File: src/rtl/axi_stream_packetizer_if.sv
`default_nettype none
// +-----------------------------------------------------------------+
// | if_axi_stream : AXI-stream word bus with sop/eop/mod/ctl framing |
// | Rev 1.0                                                          |
// +-----------------------------------------------------------------+
interface if_axi_stream #(
  parameter int DAT_BYTS = 8,
  parameter int CTL_BITS = 8
);
  localparam int MOD_BITS = (DAT_BYTS == 1) ? 1 : $clog2(DAT_BYTS);

  logic                  val;
  logic                  rdy;
  logic                  sop;
  logic                  eop;
  logic                  err;
  logic [MOD_BITS-1:0]   mod;
  logic [CTL_BITS-1:0]   ctl;
  logic [DAT_BYTS*8-1:0] dat;

  modport source (output val, sop, eop, err, mod, ctl, dat, input rdy);
  modport sink   (input val, sop, eop, err, mod, ctl, dat, output rdy);
endinterface
`default_nettype wire

File: src/rtl/axi_stream_packetizer.sv
`default_nettype none
// +-----------------------------------------------------------------+
// | axi_stream_packetizer : frames raw words into AXI-stream packets |
// | using a byte-length descriptor. Rev 1.0                          |
// +-----------------------------------------------------------------+
module axi_stream_packetizer #(
  parameter int DAT_BYTS = 8,
  parameter int CTL_BITS = 8,
  parameter int LEN_BITS = 16
) (
  input  logic                i_clk,
  input  logic                i_rst,
  input  logic                i_len_val,
  input  logic [LEN_BITS-1:0] i_len,
  input  logic [CTL_BITS-1:0] i_len_ctl,
  output logic                o_len_rdy,
  if_axi_stream.sink          i_axi,
  if_axi_stream.source        o_axi,
  output logic                o_zero_len
);

  localparam int MOD_BITS = (DAT_BYTS == 1) ? 1 : $clog2(DAT_BYTS);
  localparam logic [LEN_BITS-1:0] c_word_byts = LEN_BITS'(DAT_BYTS);

  typedef enum logic [0:0] {
    S_IDLE = 1'b0,
    S_DATA = 1'b1
  } state_t;

  state_t                r_state;
  logic [LEN_BITS-1:0]   r_rem;
  logic [CTL_BITS-1:0]   r_ctl;
  logic                  r_first;

  logic                  r_val;
  logic                  r_sop;
  logic                  r_eop;
  logic                  r_err;
  logic [MOD_BITS-1:0]   r_mod;
  logic [CTL_BITS-1:0]   r_out_ctl;
  logic [DAT_BYTS*8-1:0] r_dat;
  logic                  r_zero_len;

  logic                  w_len_rdy;
  logic                  w_in_rdy;
  logic                  w_in_hs;
  logic                  w_last;
  logic [MOD_BITS-1:0]   w_last_mod;
  logic                  w_unused;

  assign w_len_rdy = (r_state == S_IDLE) && !i_rst;
  assign w_in_rdy  = (r_state == S_DATA) && (!r_val || o_axi.rdy);
  assign w_in_hs   = i_axi.val && w_in_rdy;
  assign w_last    = (r_rem <= c_word_byts);

  // Framing fields of the raw stream carry no meaning here.
  assign w_unused = ^{i_axi.sop, i_axi.eop, i_axi.mod, i_axi.ctl};

  generate
    if (DAT_BYTS == 1) begin : g_mod_byte
      assign w_last_mod = 1'b0;
    end else begin : g_mod_word
      assign w_last_mod = r_rem[MOD_BITS-1:0];
    end
  endgenerate

  always_ff @(posedge i_clk) begin
    if (i_rst) begin
      r_state    <= S_IDLE;
      r_rem      <= '0;
      r_ctl      <= '0;
      r_first    <= 1'b0;
      r_val      <= 1'b0;
      r_sop      <= 1'b0;
      r_eop      <= 1'b0;
      r_err      <= 1'b0;
      r_mod      <= '0;
      r_out_ctl  <= '0;
      r_dat      <= '0;
      r_zero_len <= 1'b0;
    end else begin
      r_zero_len <= 1'b0;
      if (o_axi.rdy) begin
        r_val <= 1'b0;
      end
      case (r_state)
        S_IDLE: begin
          if (i_len_val) begin
            if (i_len != '0) begin
              r_rem   <= i_len;
              r_ctl   <= i_len_ctl;
              r_first <= 1'b1;
              r_state <= S_DATA;
            end else begin
              r_zero_len <= 1'b1;
            end
          end
        end
        S_DATA: begin
          // A load only happens when the output slot is free or draining,
          // so held fields never change under a stall.
          if (w_in_hs) begin
            r_val     <= 1'b1;
            r_dat     <= i_axi.dat;
            r_err     <= i_axi.err;
            r_sop     <= r_first;
            r_out_ctl <= r_ctl;
            r_first   <= 1'b0;
            if (w_last) begin
              r_eop   <= 1'b1;
              r_mod   <= w_last_mod;
              r_state <= S_IDLE;
            end else begin
              r_eop   <= 1'b0;
              r_mod   <= '0;
              r_rem   <= r_rem - c_word_byts;
            end
          end
        end
        default: r_state <= S_IDLE;
      endcase
    end
  end

  assign o_len_rdy  = w_len_rdy;
  assign o_zero_len = r_zero_len;
  assign i_axi.rdy  = w_in_rdy;
  assign o_axi.val  = r_val;
  assign o_axi.sop  = r_sop;
  assign o_axi.eop  = r_eop;
  assign o_axi.err  = r_err;
  assign o_axi.mod  = r_mod;
  assign o_axi.ctl  = r_out_ctl;
  assign o_axi.dat  = r_dat;

endmodule
`default_nettype wire

File: src/flat_wrapper.sv
// flat-port wrapper written by rule: the top's interface ports become plain ports
module axi_stream_packetizer_flat 
#(
  parameter int DAT_BYTS = 8,
  parameter int CTL_BITS = 8,
  parameter int LEN_BITS = 16
)
  (i_clk, i_rst, i_len_val, i_len, i_len_ctl, o_len_rdy, o_zero_len, i_axi_val, i_axi_sop, i_axi_eop, i_axi_err, i_axi_mod, i_axi_ctl, i_axi_dat, i_axi_rdy, o_axi_val, o_axi_sop, o_axi_eop, o_axi_err, o_axi_mod, o_axi_ctl, o_axi_dat, o_axi_rdy);
  if_axi_stream #(.DAT_BYTS(DAT_BYTS), .CTL_BITS(CTL_BITS)) i_axi_i ();
  if_axi_stream #(.DAT_BYTS(DAT_BYTS), .CTL_BITS(CTL_BITS)) o_axi_i ();
  input  logic i_clk;
  input  logic i_rst;
  input  logic i_len_val;
  input  logic [LEN_BITS-1:0] i_len;
  input  logic [CTL_BITS-1:0] i_len_ctl;
  output logic o_len_rdy;
  output logic o_zero_len;
  input wire logic [$bits(i_axi_i.val)-1:0] i_axi_val;
  input wire logic [$bits(i_axi_i.sop)-1:0] i_axi_sop;
  input wire logic [$bits(i_axi_i.eop)-1:0] i_axi_eop;
  input wire logic [$bits(i_axi_i.err)-1:0] i_axi_err;
  input wire logic [$bits(i_axi_i.mod)-1:0] i_axi_mod;
  input wire logic [$bits(i_axi_i.ctl)-1:0] i_axi_ctl;
  input wire logic [$bits(i_axi_i.dat)-1:0] i_axi_dat;
  output wire logic [$bits(i_axi_i.rdy)-1:0] i_axi_rdy;
  output wire logic [$bits(o_axi_i.val)-1:0] o_axi_val;
  output wire logic [$bits(o_axi_i.sop)-1:0] o_axi_sop;
  output wire logic [$bits(o_axi_i.eop)-1:0] o_axi_eop;
  output wire logic [$bits(o_axi_i.err)-1:0] o_axi_err;
  output wire logic [$bits(o_axi_i.mod)-1:0] o_axi_mod;
  output wire logic [$bits(o_axi_i.ctl)-1:0] o_axi_ctl;
  output wire logic [$bits(o_axi_i.dat)-1:0] o_axi_dat;
  input wire logic [$bits(o_axi_i.rdy)-1:0] o_axi_rdy;
  assign i_axi_i.val = i_axi_val;
  assign i_axi_i.sop = i_axi_sop;
  assign i_axi_i.eop = i_axi_eop;
  assign i_axi_i.err = i_axi_err;
  assign i_axi_i.mod = i_axi_mod;
  assign i_axi_i.ctl = i_axi_ctl;
  assign i_axi_i.dat = i_axi_dat;
  assign i_axi_rdy = i_axi_i.rdy;
  assign o_axi_val = o_axi_i.val;
  assign o_axi_sop = o_axi_i.sop;
  assign o_axi_eop = o_axi_i.eop;
  assign o_axi_err = o_axi_i.err;
  assign o_axi_mod = o_axi_i.mod;
  assign o_axi_ctl = o_axi_i.ctl;
  assign o_axi_dat = o_axi_i.dat;
  assign o_axi_i.rdy = o_axi_rdy;
  axi_stream_packetizer #(.DAT_BYTS(DAT_BYTS), .CTL_BITS(CTL_BITS), .LEN_BITS(LEN_BITS)) u_core (.i_clk(i_clk), .i_rst(i_rst), .i_len_val(i_len_val), .i_len(i_len), .i_len_ctl(i_len_ctl), .o_len_rdy(o_len_rdy), .i_axi(i_axi_i), .o_axi(o_axi_i), .o_zero_len(o_zero_len));
endmodule
File: config.mk
export PLATFORM = sky130hd
export DESIGN_NAME = axi_stream_packetizer_flat
export DESIGN_NICKNAME = d
export VERILOG_FILES = /design/src/rtl/axi_stream_packetizer_if.sv /design/src/rtl/axi_stream_packetizer.sv /design/src/flat_wrapper.sv
export SDC_FILE = /design/constraint.sdc
export NUM_CORES = 1
export LEC_CHECK = 0
export CAP_MARGIN = 20
export CORE_MARGIN = 1
export CORE_UTILIZATION = 50
export CTS_CLUSTER_DIAMETER = 120
export DETAILED_ROUTE_END_ITERATION = 12
export DONT_BUFFER_PORTS = 1
export PLACE_DENSITY_LB_ADDON = 0.08
export SETUP_SLACK_MARGIN = 0.05
export SYNTH_ARGS = -nofsm -noshare
export SYNTH_HDL_FRONTEND = slang
export SYNTH_SLANG_ARGS = --single-unit
File: constraint.sdc
create_clock -name i_clk -period 4.6 [get_ports i_clk]
set_input_delay 0.92 -clock i_clk [delete_from_list [all_inputs] [get_ports i_clk]]
set_output_delay 0.92 -clock i_clk [all_outputs]
set_load 0.05 [all_outputs]
# Word-level counts from Yosys, hierarchy flattened
# Cells that the tools add are included.
# totals
reg_bits,106
output_inout_bits,82
# op_classes
n_addsub,1
magnitude_cmp,1
n_eq_ne,4
muxes,20
n_bitwise,2
reduce_logical,12
# ops
cell,count
16-bit 2-to-1 mux,4
16-bit one-hot mux with 2 select lines,1
16-bit by 4-bit <= comparator with 1-bit output (second input constant),1
16-bit nonzero test,1
16-bit by 4-bit subtractor with 16-bit output (second input constant),1
1-bit 2-to-1 mux,12
2-bit inequality test (second input constant),4
3-bit AND reduction,2
1-bit one-hot mux with 2 select lines,2
4-bit AND reduction,1
1-bit logical AND,3
3-bit 2-to-1 mux,1
3-bit OR reduction,1
1-bit zero test,2
1-bit NOT,2
2-bit AND reduction,1
1-bit logical OR,1

# Depth between registers and ports, before layout
# logic_depth
ltp_word,6
depth_mapped,7
depth_no_buf,7

# Worst setup path after synthesis
# OpenSTA, ideal clock, no wires.
# synth_path
kind,input port to output port
from,input i_rst
to,output o_len_rdy
t_arrival_ns,1.951
t_required_ns,3.680
path_slack_ns,1.729
path_stages,3
path_cell_list,buf_2 > clkbuf_1 > nor2_1
# synth_between
elab_chain_len,2
# synth_lines
item,line_no,rtl
"start, declared",flat_wrapper.sv:12,input logic i_rst;
1-bit zero test,axi_stream_packetizer.sv:51,assign w_len_rdy = (r_state == S_IDLE) && !i_rst;
1-bit logical AND,axi_stream_packetizer.sv:51,
"end, declared",flat_wrapper.sv:16,output logic o_len_rdy;
# Every way passes these cells.

# Worst setup path in the final report
# layout_path
from,register u_core.r_state
to,output o_len_rdy
# layout_between
elab_chain_len,2
# layout_lines
item,line_no,rtl
"start, declared",axi_stream_packetizer.sv:30,state_t r_state;
"start signal, assigned",axi_stream_packetizer.sv:69,r_state <= S_IDLE;
"start signal, assigned",axi_stream_packetizer.sv:93,r_state <= S_DATA;
"start signal, assigned",axi_stream_packetizer.sv:112,r_state <= S_IDLE;
1-bit NOT,axi_stream_packetizer.sv:51,
1-bit logical AND,axi_stream_packetizer.sv:51,
# Every way passes these cells.

==> impl_metrics.ini <==
[sta]
clock_skew_ps = 19.99
grt_setup_unrepaired = false
setup_viol = 0
slew_viol_final = 0
timing.hold.ws_ps = 457.8
final_hold_viol_count = 0
post-route-period-util_pct = 55.71
slew_headroom_pct = 38.35
tightestPinTransition_ps = 921.4
fin_crit_ps = 2563
finalSetupTns_ps = 0
fmax_mhz = 390.2

[grt]
grt.total_usage_pct = 21.90
grt.overflow.total = 0
grt_pass1_wl_um = 15060
antenna_found_initial = 0
grt_start_max_net_pins = 111
grt_pass1_vias = 3103

[placement]
io_buffers = 0
gp_congestion = 0.8022
dp.cells = 590
detailed_place_hpwl_um = 6233

[flow_run]
maxCapViolations = 0

[clock_tree]
postCtsSetupRepairBufs = 0
cts.clk_slew.worst_paths_ps = 110
clock_latency_ps = 360
cts-resized-gates = 0
cts_sinks = 106
clockBufferDepth = 2
clock-root-buffer = clkbuf_8
htree_levels = 3
postCtsHoldBufs = 0
numCtsBuffers = 9
cts_tree = yes

[power_and_ir_drop]
intPower_mw = 1.324
p_leak_nw = 1.477
ir_drop_uv = 226.0
pwr-share-comb_pct = 10.7
netSwitchingFraction_pct = 30.69
power_switching_mw = 0.5864
p_per_area_mw_per_mm2 = 440.4
p_seq_share_pct = 57.3
p_clk_share_pct = 32.0

[floorplan]
die_area_mm2 = 0.008590
start_util_pct = 52.39
die_w_um = 92.68
io_pins = 189
fp-row-count = 32
coreArea_mm2 = 0.007848
die_y_um = 92.68

[worst_setup_path]
ff2ff_path_depth = 5
rrSetupSlack_ps = 2310
path_max_fanout = 35
worstPathCellList = buf_4, nor2_1
r2r_end = u_core.r_rem[8]
crit_required_ps = 3680
critPathLaunch = u_core.r_state
crit_type = register to output port
crit_arrival_ps = 1640
cp_slowest_cell = nor2_1
r2r-start = u_core.o_axi.val
crit_path_end_kind = output port
critPathMaxStageDelay_ps = 740
startpoint_type = register
endpoint = o_len_rdy

[layout]
num-nets-final = 607
final_cell_count_no_fill = 606
area_growth_pct = 5.508
layout-drive-gt1-share_pct = 5.754
num_antenna_cells = 0

[yosys]
syn_area_per_cell_um2 = 7.861
yosysSeqAreaShare_pct = 51.61
syn_inst = 523
synth-main-ff-cell = dfxtp_1
synth-seq-cells = 106
async_reset_ff_share_pct = 0
syn_nets = 631
synth_top_area_cell = dfxtp_1
synth.top_cell.area_share_pct = 51.61
synth.area.top_cells = dfxtp_1 52%, nand2_1 16%, a21oi_1 11%, clkbuf_1 2.9%, nor2_1 1.7%
yosys_warnings = 0
synthTopCellsByCount = 176 x nand2_1, 106 x dfxtp_1, 94 x a21oi_1
netlist_area_mm2 = 0.004111
synth-edff-count = 0
yosysMostFrequentCell = nand2_1
ys_types = 40

[routing]
drt-pass1-iter-count = 6
wl_um = 9452
ant_nets = 0
dr_total_vias = 3388
drc = 0
routedWlPerCell_um = 15.60
drt_iter0_markers = 159
via_per_inst = 5.591

[outcome]
status = finished clean

[worst_hold_path]
hp-class = register to register
[through the flow]
| stage | util (%) | area, um2 | setup slack, ps | power (mW) |
|---|---|---|---|---|
| 3_3_place_gp | 52.46 | 4116 | 1985 | 1.315 |
| 5_1_grt | 55.28 | 4338 | 1977 | 2.000 |
| 3_5_place_dp | 52.46 | 4116 | 1942 | 1.322 |
| 6_report | 55.28 | 4338 | 2037 | 1.911 |
| 4_1_cts | 55.28 | 4338 | 2021 | 1.928 |
| 2_1_floorplan | - | 4111 | 1729 | 1.294 |
[per-layer routing]
layer  GRT usage [%]  wire length [um]  vias to the layer above  share of wire, %
met5               0                 0                        -                 0
met4           8.205               177                        0               1.9
met3           7.471               939                       17               9.9
met2           35.99              4491                      131                48
met1           26.48              3844                     1537                41
li1                -                 -                     1703                 -
[power by group through the flow]
stage | logic [mW] | registers [mW] | clock network, mW
2_1_floorplan | 0.189 | 1.10 | 0
3_3_place_gp | 0.201 | 1.11 | 0
3_5_place_dp | 0.206 | 1.12 | 0
4_1_cts | 0.206 | 1.09 | 0.627
5_1_grt | 0.232 | 1.10 | 0.667
6_report | 0.205 | 1.09 | 0.611
[worst max-delay path: cells and delay by family, from the launching register on]
family | cells | cell delay (ps)
flops | 1 | 310
buf+inv | 1 | 230
simple gates | 1 | 740
[final cells by class]
| type | count | area [um2] |
|---|---|---|
| fill | 761 | 3510 |
| sequential | 106 | 2122 |
| multi-input combinational | 374 | 1826 |
| clock buffer | 10 | 137.6 |
| tap | 102 | 127.6 |
| clock inverter | 6 | 83.83 |
| timing repair buffer | 3 | 22.52 |
| inverter | 5 | 18.77 |
[registers in the layout, indices dropped and copies added, names as in the netlist]
name / cells
u_core.o_axi.ctl: 8
u_core.o_axi.dat: 64
u_core.o_axi.eop: 1
u_core.o_axi.err: 1
u_core.o_axi.mod: 3
u_core.o_axi.sop: 1
u_core.o_axi.val: 1
u_core.o_zero_len: 1
u_core.r_ctl: 8
u_core.r_first: 1
u_core.r_rem: 16
u_core.r_state: 1
[how the worst min path moves through the flow]
| stage | start | end | slack, ps | depth (start not counted) |
|---|---|---|---|---|
| finish | u_core.r_ctl[0] | u_core.o_axi.ctl[0] | 460 | 2 |
| global route | u_core.r_ctl[0] | u_core.o_axi.ctl[0] | 470 | 2 |
| CTS | u_core.r_ctl[0] | u_core.o_axi.ctl[0] | 450 | 2 |
| detailed placement | u_core.r_ctl[2] | u_core.o_axi.ctl[2] | 440 | 2 |
| global placement | u_core.r_ctl[5] | u_core.o_axi.ctl[5] | 430 | 2 |
| floorplan | u_core.r_ctl[0] | u_core.o_axi.ctl[0] | 430 | 2 |
[cells in the final DEF, fill, tap and decap left out, types with 2 or more instances in the layout]
master	count
a22oi_1	3
or3_1	3
nand2_1	176
nand4_1	2
clkbuf_8	10
nand3_1	13
dfxtp_1	106
xnor2_1	4
nand2b_1	5
o31ai_1	3
o22ai_1	2
a21oi_1	94
a221oi_2	2
xor2_1	3
buf_4	3
inv_1	5
a221o_1	6
o21ai_0	9
clkinv_4	2
nor4_1	6
a211oi_1	2
nor3_1	5
nor2_1	19
[kinds of logic (layout without fill, tap and decap cells)]
logic type / count (synthesis) / in the layout / synth area share (%)
AO/OA/AOI/OAI: 127 / 127 / 17.83
flip-flops: 106 / 106 / 51.61
adder cells (fa/ha/maj): 1 / 1 / 0.3043
AND/OR/NAND/NOR: 239 / 239 / 24.62
XOR/XNOR: 7 / 7 / 1.491
buffers and inverters: 43 / 24 / 4.139
(Power assumes the default switching activity.)
